## src/rtl/mmul_pkg.sv

```systemverilog
// Shared types and phase-length constants for the systolic-array multiply controller.
package mmul_pkg;

  typedef enum logic [2:0] {
    S_IDLE,
    S_CLEAR,
    S_FEED,
    S_FLUSH,
    S_UNLOAD,
    S_DONE
  } state_t;

  localparam int DEF_N      = 4;
  localparam int FLUSH_LEN  = 2 * DEF_N;
  localparam int UNLOAD_LEN = 2 * DEF_N;
  localparam int ROW_W      = $clog2(DEF_N);

  // Flush and unload both span the skew depth on both sides of the grid.
  function automatic int phase_len(input int n);
    return 2 * n;
  endfunction

endpackage

```

## src/rtl/mmul_phase_counter.sv

```systemverilog
// Loadable up/down phase counter with enable, hold and terminal-count flag.
module mmul_phase_counter #(
  parameter int W = 8
) (
  input  logic         clk,
  input  logic         reset,
  input  logic         load,
  input  logic [W-1:0] load_val,
  input  logic         en,
  input  logic         hold,
  input  logic         down,
  input  logic [W-1:0] limit,
  output logic [W-1:0] cnt,
  output logic         tc
);

  always_ff @(posedge clk or posedge reset) begin
    if (reset) begin
      cnt <= '0;
    end else if (load) begin
      cnt <= load_val;
    end else if (en && !hold) begin
      cnt <= down ? (cnt - W'(1)) : (cnt + W'(1));
    end
  end

  // Down-counting phases terminate at zero; up-counting phases at the limit.
  assign tc = down ? (cnt == '0) : (cnt == limit);

endmodule

```

## src/rtl/mmul_controller.sv

```systemverilog
// Sequencer for one N x N output-stationary multiply: clear, feed, flush, unload, done.
module mmul_controller
  import mmul_pkg::*;
#(
  parameter int N       = DEF_N,
  parameter int K_WIDTH = 8
) (
  input  logic                 clk,
  input  logic                 reset,
  input  logic                 start,
  input  logic [K_WIDTH-1:0]   k_len,
  output logic                 rd_en,
  output logic [K_WIDTH-1:0]   rd_idx,
  output logic                 acc_clear,
  output logic                 array_en,
  output logic                 zero_in,
  output logic                 array_shift,
  output logic                 obuf_en,
  output logic                 out_valid,
  input  logic                 out_ready,
  output logic [$clog2(N)-1:0] out_row,
  output logic                 busy,
  output logic                 done,
  output logic                 err
);

  localparam int FLUSH_CYC  = phase_len(N);
  localparam int UNLOAD_CYC = phase_len(N);
  localparam int RW         = $clog2(N);
  localparam int CW         = (K_WIDTH > $clog2(UNLOAD_CYC)) ? K_WIDTH : $clog2(UNLOAD_CYC);

  localparam logic [CW-1:0] FLUSH_TOP   = CW'(FLUSH_CYC - 1);
  localparam logic [CW-1:0] U_LAST      = CW'(UNLOAD_CYC - 1);
  localparam logic [CW-1:0] U_SHIFT_MAX = CW'(UNLOAD_CYC - 2);
  localparam logic [CW-1:0] U_FIRST_ROW = CW'(N);

  state_t             state;
  logic [K_WIDTH-1:0] klen_q;
  logic               err_q;
  logic               rd_en_p1;

  logic               cnt_load;
  logic [CW-1:0]      cnt_load_val;
  logic               cnt_en;
  logic               cnt_down;
  logic [CW-1:0]      cnt_limit;
  logic [CW-1:0]      cnt;
  logic               cnt_tc;

  logic               in_feed;
  logic               in_flush;
  logic               in_unload;
  logic               stall;

  assign in_feed   = (state == S_FEED);
  assign in_flush  = (state == S_FLUSH);
  assign in_unload = (state == S_UNLOAD);

  assign cnt_en    = in_feed || in_flush || in_unload;
  assign cnt_down  = in_flush;
  assign cnt_limit = in_feed ? (CW'(klen_q) - CW'(1)) : U_LAST;

  // One counter serves all three timed phases; it is reloaded at each phase boundary.
  always_comb begin
    cnt_load     = 1'b0;
    cnt_load_val = '0;
    unique case (state)
      S_CLEAR: cnt_load = 1'b1;
      S_FEED: begin
        if (cnt_tc) begin
          cnt_load     = 1'b1;
          cnt_load_val = FLUSH_TOP;
        end
      end
      S_FLUSH: begin
        if (cnt_tc) begin
          cnt_load = 1'b1;
        end
      end
      default: ;
    endcase
  end

  mmul_phase_counter #(
    .W (CW)
  ) u_phase_cnt (
    .clk      (clk),
    .reset    (reset),
    .load     (cnt_load),
    .load_val (cnt_load_val),
    .en       (cnt_en),
    .hold     (stall),
    .down     (cnt_down),
    .limit    (cnt_limit),
    .cnt      (cnt),
    .tc       (cnt_tc)
  );

  always_ff @(posedge clk or posedge reset) begin
    if (reset) begin
      state    <= S_IDLE;
      klen_q   <= '0;
      err_q    <= 1'b0;
      rd_en_p1 <= 1'b0;
    end else begin
      err_q    <= 1'b0;
      rd_en_p1 <= in_feed;
      unique case (state)
        S_IDLE: begin
          if (start) begin
            if (k_len != '0) begin
              klen_q <= k_len;
              state  <= S_CLEAR;
            end else begin
              err_q <= 1'b1;
            end
          end
        end
        S_CLEAR:  state <= S_FEED;
        S_FEED:   if (cnt_tc) state <= S_FLUSH;
        S_FLUSH:  if (cnt_tc) state <= S_UNLOAD;
        S_UNLOAD: if (cnt_tc && !stall) state <= S_DONE;
        S_DONE:   state <= S_IDLE;
        default:  state <= S_IDLE;
      endcase
    end
  end

  // Outputs decode registered state only; out_ready gates the unload shift so a stall freezes in the same cycle.
  assign rd_en       = in_feed;
  assign rd_idx      = in_feed ? cnt[K_WIDTH-1:0] : '0;
  assign acc_clear   = (state == S_CLEAR);
  assign array_en    = rd_en_p1 || in_flush;
  assign zero_in     = in_flush && (cnt != FLUSH_TOP);
  assign out_valid   = in_unload && (cnt >= U_FIRST_ROW);
  assign stall       = out_valid && !out_ready;
  assign array_shift = in_unload && (cnt <= U_SHIFT_MAX) && !stall;
  assign obuf_en     = array_shift;
  assign out_row     = out_valid ? RW'(cnt - U_FIRST_ROW) : '0;
  assign busy        = (state != S_IDLE);
  assign done        = (state == S_DONE);
  assign err         = err_q;

endmodule

```

## config.mk

```make
export PLATFORM = sky130hd
export DESIGN_NAME = mmul_controller
export DESIGN_NICKNAME = d
export VERILOG_FILES = /design/src/rtl/mmul_pkg.sv /design/src/rtl/mmul_phase_counter.sv /design/src/rtl/mmul_controller.sv
export SDC_FILE = /design/constraint.sdc
export NUM_CORES = 1
export LEC_CHECK = 0
export ABC_AREA = 1
export BUFFER_PORTS_ARGS = -buffer_cell sky130_fd_sc_hd__buf_2
export CAP_MARGIN = 20
export CORE_ASPECT_RATIO = 1.25
export CORE_MARGIN = 2
export CORE_UTILIZATION = 56
export CTS_CLUSTER_DIAMETER = 50
export CTS_CLUSTER_SIZE = 14
export DETAILED_ROUTE_END_ITERATION = 16
export PLACE_DENSITY = 0.9
export SLEW_MARGIN = 15
export SYNTH_ARGS = -nofsm -noshare
export SYNTH_HDL_FRONTEND = slang
export SYNTH_SLANG_ARGS = --single-unit
```

## constraint.sdc

```tcl
create_clock -name clk -period 3.1 [get_ports clk]
set_input_delay 0.62 -clock clk [delete_from_list [all_inputs] [get_ports clk]]
set_output_delay 0.62 -clock clk [all_outputs]
set_load 0.01 [all_outputs]
```

# Word-level counts from Yosys, hierarchy flattened
# Cells that the tools add are included.
[classes] add_sub_neg=4 n_lt_le_gt_ge=2 n_eq_ne=12 muxes=20 reduce_logical=20
[ops] op="$mux W8" count=5
[ops] op="$mux W3" count=7
[ops] op="$sub A8 B1 Y8 const B" count=2
[ops] op="$pmux W3 S5" count=1
[ops] op="$add A8 B1 Y8 const B" count=1
[ops] op="$eq A8 B8 Y1" count=1
[ops] op="$ge A8 B3 Y1 const B" count=1
[ops] op="$le A8 B3 Y1 const B" count=1
[ops] op="$logic_not A8 Y1" count=1
[ops] op="$ne A2 B2 Y1 const B" count=4
[ops] op="$ne A8 B3 Y1 const B" count=1
[ops] op="$reduce_bool A8 Y1" count=1
[ops] op="$logic_and A1 B1 Y1" count=7
[ops] op="$eq A3 B2 Y1 const B" count=2
[ops] op="$eq A3 B3 Y1 const B" count=2
[ops] op="$mux W1" count=5
[ops] op="$reduce_and A5 Y1" count=1
[ops] op="$eq A3 B1 Y1 const B" count=1
[ops] op="$logic_not A3 Y1" count=1
[ops] op="$logic_or A1 B1 Y1" count=3
[ops] op="$reduce_and A3 Y1" count=1
[ops] op="$reduce_bool A3 Y1" count=1
[ops] op="$logic_not A1 Y1" count=2
[ops] op="$mux W2" count=1
[ops] op="5 further kinds" count=5
[word_totals] ff_bits=21 input_bits=12 output_inout_bits=20 elab_cells=63

# Depth between registers and ports, before layout
# Gate-level depths: netlist of the first run.
[logic_depth] ltp_word=7 depth_mapped=16 mapped_depth_nobuf=16

# Modules after synthesis
# From an unflattened synthesis of the first run, not the netlist that was laid out.
[hier_totals] cells_unflattened=293 hier_area_um2=1940.6
[by_module_without_submodules] module="mmul_controller" instances=1 cells_each=156 area_each_um2=1022.2 seq_area_each_um2=325.3
[by_module_without_submodules] module="mmul_phase_counter" instances=1 cells_each=137 area_each_um2=918.4 seq_area_each_um2=200.2

# Worst setup path after synthesis of the first run
# No wires, ideal clock.
[synth_path] path_kind="register to register" startpoint="register state[2]" endpoint="register u_phase_cnt.cnt[7]" setup_time_ps=122 arrival_ps=2434 required_time_ps=2978 path_slack_ps=544 path_stages_with_launch=16 n_path_buf=0 period_less_slack_ps=2556 path_cell_list="dfrtp_1 inv_2 nand2_2 nor2_1 ha_1 a21oi_1 nand2_1 nand2_1 nand2_1 a21oi_1 nor2_1 nor2_1 o21bai_1 or2_2 nand3_1 a21oi_1"
[synth_between] elab_chain_cells=7 word_cells_on_any_way=20 cone_classes="eq/ne: 5; mux: 7; reduce/logical: 8"
[synth_lines] item="from (decl)" line_no="mmul_controller.sv:37" rtl="state_t state;"
[synth_lines] item="from (signal assigned)" line_no="mmul_controller.sv:101" rtl="state <= S_IDLE;"
[synth_lines] item="from (signal assigned)" line_no="mmul_controller.sv:113" rtl="state <= S_CLEAR;"
[synth_lines] item="from (signal assigned)" line_no="mmul_controller.sv:119" rtl="S_CLEAR: state <= S_FEED;"
[synth_lines] item="$eq A3 B2 Y1" line_no="mmul_controller.sv:55, mmul_controller.sv:67"
[synth_lines] item="$mux W8" line_no="mmul_controller.sv:61" rtl="assign cnt_limit = in_feed ? (CW'(klen_q) - CW'(1)) : U_LAST;"
[synth_lines] item="$eq A8 B8 Y1" line_no="mmul_phase_counter.sv:28" rtl="assign tc = down ? (cnt == '0) : (cnt == limit);"
[synth_lines] item="$mux W1" line_no="mmul_phase_counter.sv:28"
[synth_lines] item="$mux W1" line_no="mmul_controller.sv:70, mmul_controller.sv:76"
[synth_lines] item="$pmux W1 S2" line_no="mmul_controller.sv:67" rtl="unique case (state)"
[synth_lines] item="$mux W8 / $reduce_bool A2 Y1 (equally long branches)"
[synth_lines] item="to (signal assigned)" line_no="mmul_phase_counter.sv:21" rtl="cnt <= load_val;"
[synth_lines] item="to (signal assigned)" line_no="mmul_phase_counter.sv:23" rtl="cnt <= down ? (cnt - W'(1)) : (cnt + W'(1));"
[synth_lines] item="to (decl)" line_no="mmul_phase_counter.sv:13" rtl="output logic [W-1:0] cnt,"
# Parallel ways exist; a longest one is shown, timed or not. The select of a mux whose other input is x is not followed.
# A chain may end at the register's enable or synchronous reset.

# Worst setup path in the final report of the first run
[layout_path] startpoint="register u_phase_cnt.cnt[4]" endpoint="output array_shift"
[layout_between] elab_chain_cells=5 word_cells_on_any_way=7 cone_classes="order compare: 2; reduce/logical: 5"
[layout_lines] item="$ge A8 B3 Y1" line_no="mmul_controller.sv:135" rtl="assign out_valid = in_unload && (cnt >= U_FIRST_ROW);"
[layout_lines] item="$logic_and A1 B1 Y1" line_no="mmul_controller.sv:135"
[layout_lines] item="$logic_and A1 B1 Y1" line_no="mmul_controller.sv:136" rtl="assign stall = out_valid && !out_ready;"
[layout_lines] item="$logic_not A1 Y1" line_no="mmul_controller.sv:137" rtl="assign array_shift = in_unload && (cnt <= U_SHIFT_MAX) && !stall;"
[layout_lines] item="$logic_and A1 B1 Y1 (*)" line_no="mmul_controller.sv:137"
[layout_lines] item="to (decl)" line_no="mmul_controller.sv:17" rtl="output logic array_shift,"
# Every way passes the cells marked *; elsewhere a longest branch is shown, timed or not.

==> run_results.csv, run 1 <==
group,metric,value,unit
outcome,status,"finished clean",
cells_and_area,fin_util,66.1,%
clock_tree,postCtsResizedCells,0,
cells_and_area,final_area,1950,µm²
synth,ys_ff_latch,21,
drt,routed_wl,4220,µm
critical_path,crit_arrival,2.11,ns
floorplan,top_level_ports,32,
floorplan,core_area,2950,µm²
synth,netlist_area,1750,µm²
synth,syn_inst,263,
cells_and_area,drive_above_1_share,17.6,%
synth,ys_seq_area_share,30.1,%
floorplan,die_w,54.0,µm
clock_tree,postCtsHoldBufs,0,
placed_design,port_buffers,31,
clock_tree,cts_num_sinks,21,
clock_tree,htree_levels,1,
cells_and_area,syn_to_final_growth,11.5,%
cells_and_area,multi_input_area,1040,µm²
placed_design,place_inst,327,
critical_path,r2r-start,"state[2]",
sta,fin_skew,0.0136,ns
drt,drc,0,
floorplan,initial_utilization,59.3,%
synth,synth_edf_count,0,
critical_path,end_kind,"primary output",
synth,yosysTopAreaCellShare,30.1,%
floorplan,fp-row-count,22,
cells_and_area,fin_nets,316,
clock_tree,clk_latency,0.31,ns
sta,slew_headroom,44.8,%
synth,yosysTopAreaCell,"dfrtp_1",
global_route,grt-ovfl-total,0,
power,power_density,1010,nW/µm²
drt,antenna_left,0,
sta,holdWs,0.448,ns
placed_design,placed_area,1920,µm²
synth,syn-mean-instance-area,6.64,µm²
global_route,grt_pass1_wl,6970,µm
sta,period_share,88.1,%
critical_path,path_class,"flop to primary output",
cells_and_area,antenna_cells,0,
drt,wl_per_cell,12.8,µm
power,vdd_drop_max,0.686,mV
cells_and_area,instances_no_fill,331,
floorplan,die_area,3580,µm²
critical_path,r2r_end,"u_phase_cnt.cnt[7]",
floorplan,die_h,66.4,µm
critical_path,r2r_cells,16,
min_path,hold_class,"input port to asynchronous set/reset pin",
critical_path,crit_required,2.48,ns
synth,ys_async_sr_fraction,100,%
critical_path,crit_fanout,4,
synth,syn_nets,283,
sta,hold_viol_final,0,
placed_design,globalplace.congestion,0.939,
clock_tree,cts_tree,"built",
placed_design,dp_slack,0.550,ns
global_route,grt_start_max_net_pins,22,
synth,synth.area.top_cells,"dfrtp_1 30%, nand2_1 14%, nor2_1 9.0%",
clock_tree,cts.root.buffer_cell,"clkbuf_4",
global_route,grtUsageTotal,26.3,%
clock_tree,cts_made_buffers,3,
sta,layout_min_cycle_time,2.73,ns
power,leakage,1.07,nW
synth,synth_cell_types,33,
synth,yosys_warnings,0,
run,cap_violations,0,
global_route,antenna_found_initial,0,
sta,worstMarginPinSlew,0.827,ns
drt,drt-initial-drc-count,63,
placed_design,dp_hpwl,3350,µm
drt,num_vias,1832,
power,total_power,1.97,mW
clock_tree,clkTransAtPathRegs,0.13,ns
global_route,first_global_vias,1726,
critical_path,startpoint_type,"flop",
drt,firstDrtPassIters,4,
cells_and_area,fillerInstances,274,
clock_tree,clk_path_buf_depth,2,
sta,slew_violations,0,
sta,tns,0,ns
cells_and_area,register_area,526,µm²
sta,rsz0062_at_grt,"false",
sta,fmax,0.366,GHz
clock_tree,postCtsSetupRepairBufs,0,
sta,setup_viol,0,
critical_path,r2r_setup_slack,0.50,ns
sta,setup_ws,0.370,ns
drt,routed_via_density,5.53,
synth,synth_flop_cell,"dfrtp_1",
[synth_stat cells (3+ instances only)]
cell type	n
nand2_2	3
nand3_1	19
xor2_1	4
inv_2	3
nor2_1	42
nand2_1	66
ha_1	7
dfrtp_1	21
nand4_1	8
a21oi_1	18
nor4_1	4
inv_1	34
nor3_1	6
nor2_2	3
[report_power, final]
part           internal, mW  switching [mW]
sequential            0.389           0.130
clock                0.0501          0.0866
combinational         0.468           0.850
total                 0.908            1.07
[layer usage]
layer | wire (µm) | global-route usage (%) | up-vias
met3 | 209 | 3.17 | 10
met4 | 90 | 12.8 | 0
met2 | 2130 | 46.8 | 66
met1 | 1790 | 29.8 | 847
li1 | - | - | 909
met5 | 0 | 0 | -
[sequential cells by signal, indices dropped and copies added (netlist names)]
name and cells:
rd_en_p1 1, u_phase_cnt.cnt 8, err 1, klen_q 8, state 3
[cells by family (layout without fill, tap and decap cells)]
group	after synthesis	count (layout)	synth area share [%]
and+or+nand+nor	162	162	43.5
buffers and inverters	42	74	10.1
DFF	21	21	30.1
adders and majority gates	8	8	6.16
AOI/OAI and AO/OA	25	25	7.67
xor gates and xnor gates	5	5	2.51
[how the worst max path moves through the flow]
stage	depth (start not counted)	slack [ns]	from	endpoint
after CTS	6	0.39	u_phase_cnt.cnt[4]	array_shift
after detailed placement	15	0.55	state[0]	u_phase_cnt.cnt[7]
after floorplan	15	0.54	state[2]	u_phase_cnt.cnt[7]
after global routing	6	0.12	u_phase_cnt.cnt[4]	array_shift
after global placement	16	0.69	state[2]	u_phase_cnt.cnt[7]
final	6	0.37	u_phase_cnt.cnt[4]	array_shift
[layout by cell type, fill, tap and decap left out, types with 2 or more instances in the layout]
| master | count |
|---|---|
| nand4_1 | 8 |
| a21oi_1 | 18 |
| o21ai_1 | 2 |
| nand3_1 | 19 |
| nand3_2 | 2 |
| o21ai_0 | 2 |
| or2_2 | 2 |
| nor3b_1 | 2 |
| xor2_1 | 4 |
| clkbuf_4 | 3 |
| nand2_1 | 66 |
| inv_2 | 3 |
| nor2_1 | 42 |
| nor4_1 | 4 |
| inv_1 | 34 |
| nor3_1 | 6 |
| buf_2 | 31 |
| nor2_2 | 3 |
| ha_1 | 7 |
| nand2_2 | 3 |
| dfrtp_1 | 21 |
[final cells by class]
type	instances	share of cell area [%]
multi-input cells	200	53.7
inverters	38	7.33
well taps	36	2.31
clock buffers	4	1.35
repair buffers	32	8.35
flip-flops and latches	21	27.0
[worst max-delay path: stages, from the launching register on]
cell     delay, ns
dfrtp_1       0.45
nor4_1        0.46
nand3_1       0.16
nand2_1       0.17
nor2_1        0.07
nor3_1        0.29
buf_2         0.20
No activity file was read; power rests on OpenSTA's default activity.
==> inputs of run 2 (changes only) <==
--- a/config.mk
+++ b/config.mk
@@ -5,7 +5,6 @@
 export SDC_FILE = /design/constraint.sdc
 export NUM_CORES = 1
 export LEC_CHECK = 0
-export ABC_AREA = 1
 export BUFFER_PORTS_ARGS = -buffer_cell sky130_fd_sc_hd__buf_2
 export CAP_MARGIN = 20
 export CORE_ASPECT_RATIO = 1.25
==> constraint.sdc (replaced) <==
create_clock -name clk -period 3.1 [get_ports clk]
set_input_delay 0.62 -clock clk [delete_from_list [all_inputs] [get_ports clk]]
set_output_delay 0.62 -clock clk [all_outputs]
set_load 0.005 [all_outputs]
==> run_results.csv, run 2 <==
group,metric,value,unit
sta,worstMarginPinSlew,0.912,ns
floorplan,die_h,66.1,µm
critical_path,critPathTopFamily,"simple AND/OR/NAND/NOR gates",
synth,ys_ff_latch,21,
power,combPwrFrac,65.6,%
synth,yosysTopAreaCell,"dfrtp_1",
global_route,grt-ovfl-total,0,
global_route,first_global_vias,1521,
power,p_sw,1.02,mW
synth,synth_flop_cell,"dfrtp_1",
drt,antenna_left,0,
drt,wl_per_cell,15.7,µm
synth,yosys-top-cells-count,"21 x dfrtp_1, 17 x nor2_1, 14 x inv_1, 13 x nand2_1, 12 x nor3_1",
clock_tree,postCtsSetupRepairBufs,0,
sta,layout_min_cycle_time,2.95,ns
floorplan,top_level_ports,32,
synth,ys_seq_area_share,30.5,%
drt,routed_via_density,6.27,
power,seqPwrFrac,27.9,%
drt,drc,0,
synth,synth.area.top_cells,"dfrtp_1 30%, ha_1 5.1%, mux2_2 3.9%",
critical_path,crit_required,3.29,ns
critical_path,end_kind,"flop",
synth,syn-mean-instance-area,8.71,µm²
run,cap_violations,0,
global_route,antenna_found_initial,0,
cells_and_area,fin_util,66.1,%
clock_tree,htree_levels,1,
drt,firstDrtPassIters,4,
drt,routed_wl,4140,µm
clock_tree,cts.root.buffer_cell,"clkbuf_4",
synth,synth_edf_count,0,
placed_design,port_buffers,31,
clock_tree,clkTransAtPathRegs,0.12,ns
power,switching_share,47.3,%
cells_and_area,top_regs,"klen_q (8), u_phase_cnt.cnt (8), state (3)",
sta,setup_viol,0,
floorplan,initial_utilization,58.6,%
synth,yosysTopAreaCellShare,30.5,%
synth,syn_inst,198,
critical_path,crit_path_frequent_cell,"or4_4",
cells_and_area,syn_to_final_growth,12.8,%
sta,slew_violations,0,
critical_path,crit_arrival,3.13,ns
power,power_density,1110,nW/µm²
placed_design,dp_hpwl,3250,µm
global_route,grt_start_max_net_pins,22,
placed_design,globalplace.congestion,0.809,
cells_and_area,multi_input_area,1090,µm²
critical_path,crit_chain,"or3b_1 -> or4_4 -> and3_1 -> or4_4 -> o31ai_2 -> nor2_1",
cells_and_area,antenna_cells,0,
critical_path,crit_slowest_cell,"or4_4",
clock_tree,clk_path_buf_depth,2,
cells_and_area,fillerInstances,258,
floorplan,die_area,3540,µm²
power,p_int,1.14,mW
outcome,status,"finished clean",
clock_tree,postCtsResizedCells,0,
sta,period_share,95.0,%
sta,hold_viol_final,0,
synth,yosysMostFrequentCell,"dfrtp_1",
synth,netlist_area,1730,µm²
cells_and_area,drive_above_1_share,22.4,%
floorplan,die_w,53.6,µm
synth,ys_async_sr_fraction,100,%
drt,num_vias,1654,
cells_and_area,register_area,526,µm²
synth,syn_nets,218,
critical_path,startpoint_type,"flop",
critical_path,max_stage_delay,0.55,ns
power,clock_power_share,6.4,%
synth,synth_cell_types,51,
min_path,hold_class,"input port to asynchronous set/reset pin",
placed_design,place_inst,260,
cells_and_area,fin_nets,249,
power,vdd_drop_max,0.629,mV
sta,fmax,0.340,GHz
drt,drt-initial-drc-count,67,
global_route,grtUsageTotal,25.8,%
cells_and_area,final_cell_mix,"31 x buf_2, 21 x dfrtp_1, 17 x nor2_1, 14 x inv_1, 13 x nand2_1",
sta,slew_headroom,39.2,%
clock_tree,clk_latency,0.31,ns
clock_tree,postCtsHoldBufs,0,
floorplan,core_area,2950,µm²
critical_path,path_class,"flop to flop",
global_route,grt_pass1_wl,6720,µm
floorplan,fp-row-count,22,
cells_and_area,instances_no_fill,264,
synth,yosys_warnings,0,
clock_tree,cts_num_sinks,21,
critical_path,path_buf_inv,0,
cells_and_area,final_common_cell,"buf_2",
sta,fin_skew,0.00736,ns
sta,rsz0062_at_grt,"false",
sta,tns,0,ns
clock_tree,cts_made_buffers,3,
power,leakage,0.923,nW
clock_tree,cts_tree,"built",
critical_path,crit_fanout,9,
==> run 2: cell count changes in the layout (fill, tap and decap cells not counted), moves of 6 or more <==
cell	before	now
nand3_1	19	3
nand2_1	66	13
and2_1	0	6
inv_1	34	14
nor3_1	6	12
a21oi_1	18	8
nor2_1	42	17
o21ai_0	2	9
nand4_1	8	0
mux2_2	0	6
==> run 2: power groups by stage <==
| stage | sequential (mW) | clock [mW] | combinational, mW |
|---|---|---|---|
| final | 0.602 | 0.138 | 1.41 |
| after floorplan | 0.511 | 0 | 1.12 |
| after global placement | 0.588 | 0 | 1.35 |
| after detailed placement | 0.601 | 0 | 1.40 |
| after CTS | 0.594 | 0.141 | 1.41 |
| after global routing | 0.620 | 0.154 | 1.57 |
==> run 2: kinds of logic after synthesis <==
family / count (synthesis) / synth area share (%)
compound gates: 45 / 18.4
buf+inv: 25 / 6.16
mux: 7 / 4.50
fa+ha+maj: 8 / 6.24
simple gates: 79 / 25.2
flops: 21 / 30.5
xor+xnor: 13 / 8.99
==> run 2: final timing paths <==
| kind | from | to | slack [ns] | cells after the start |
|---|---|---|---|---|
| max | state[1] | u_phase_cnt.cnt[3] | 0.15 | 6 |
| min | reset | err | 0.43 | 2 |
| max reg2reg | state[1] | u_phase_cnt.cnt[3] | 0.15 | 6 |
| min reg2reg | klen_q[7] | klen_q[7] | 0.59 | 1 |
| max in group asynchronous | reset | u_phase_cnt.cnt[5] | 2.17 | 2 |
| min in group clk | k_len[0] | klen_q[0] | 0.52 | 3 |
==> run 2: cell type report <==
cell class                 count  area share, %
multi-input combinational    152           56.2
sequential                    21           27.0
timing repair buffer          37           10.3
inverter                      14           2.70
tap                           36           2.31
clock buffer                   3           1.16
clock inverter                 1          0.386
==> run 2: worst register-to-register path, delay by kind of cell (launching register included) <==
kind | cells | cell delay, ns
DFF | 1 | 0.50
AOI/OAI and AO/OA | 1 | 0.45
and+or+nand+nor | 5 | 1.88
==> run 2: through the flow <==
step                hold slack, ns  cell area (µm²)  power, mW  worst slack, ns
CTS                          0.446             1950       2.14            0.178
global route                 0.485             1950       2.34           0.0864
finish                       0.434             1950       2.15            0.155
global placement             0.540             1920       1.94            0.323
floorplan                    0.505             1730       1.63            0.366
detailed placement           0.560             1920       2.00            0.210
==> run 2: layer usage <==
metal	routed length, µm	GRT usage (%)
met5	0	0
met1	1690	29.4
met4	78	8.97
met2	2150	47.1
met3	218	4.07
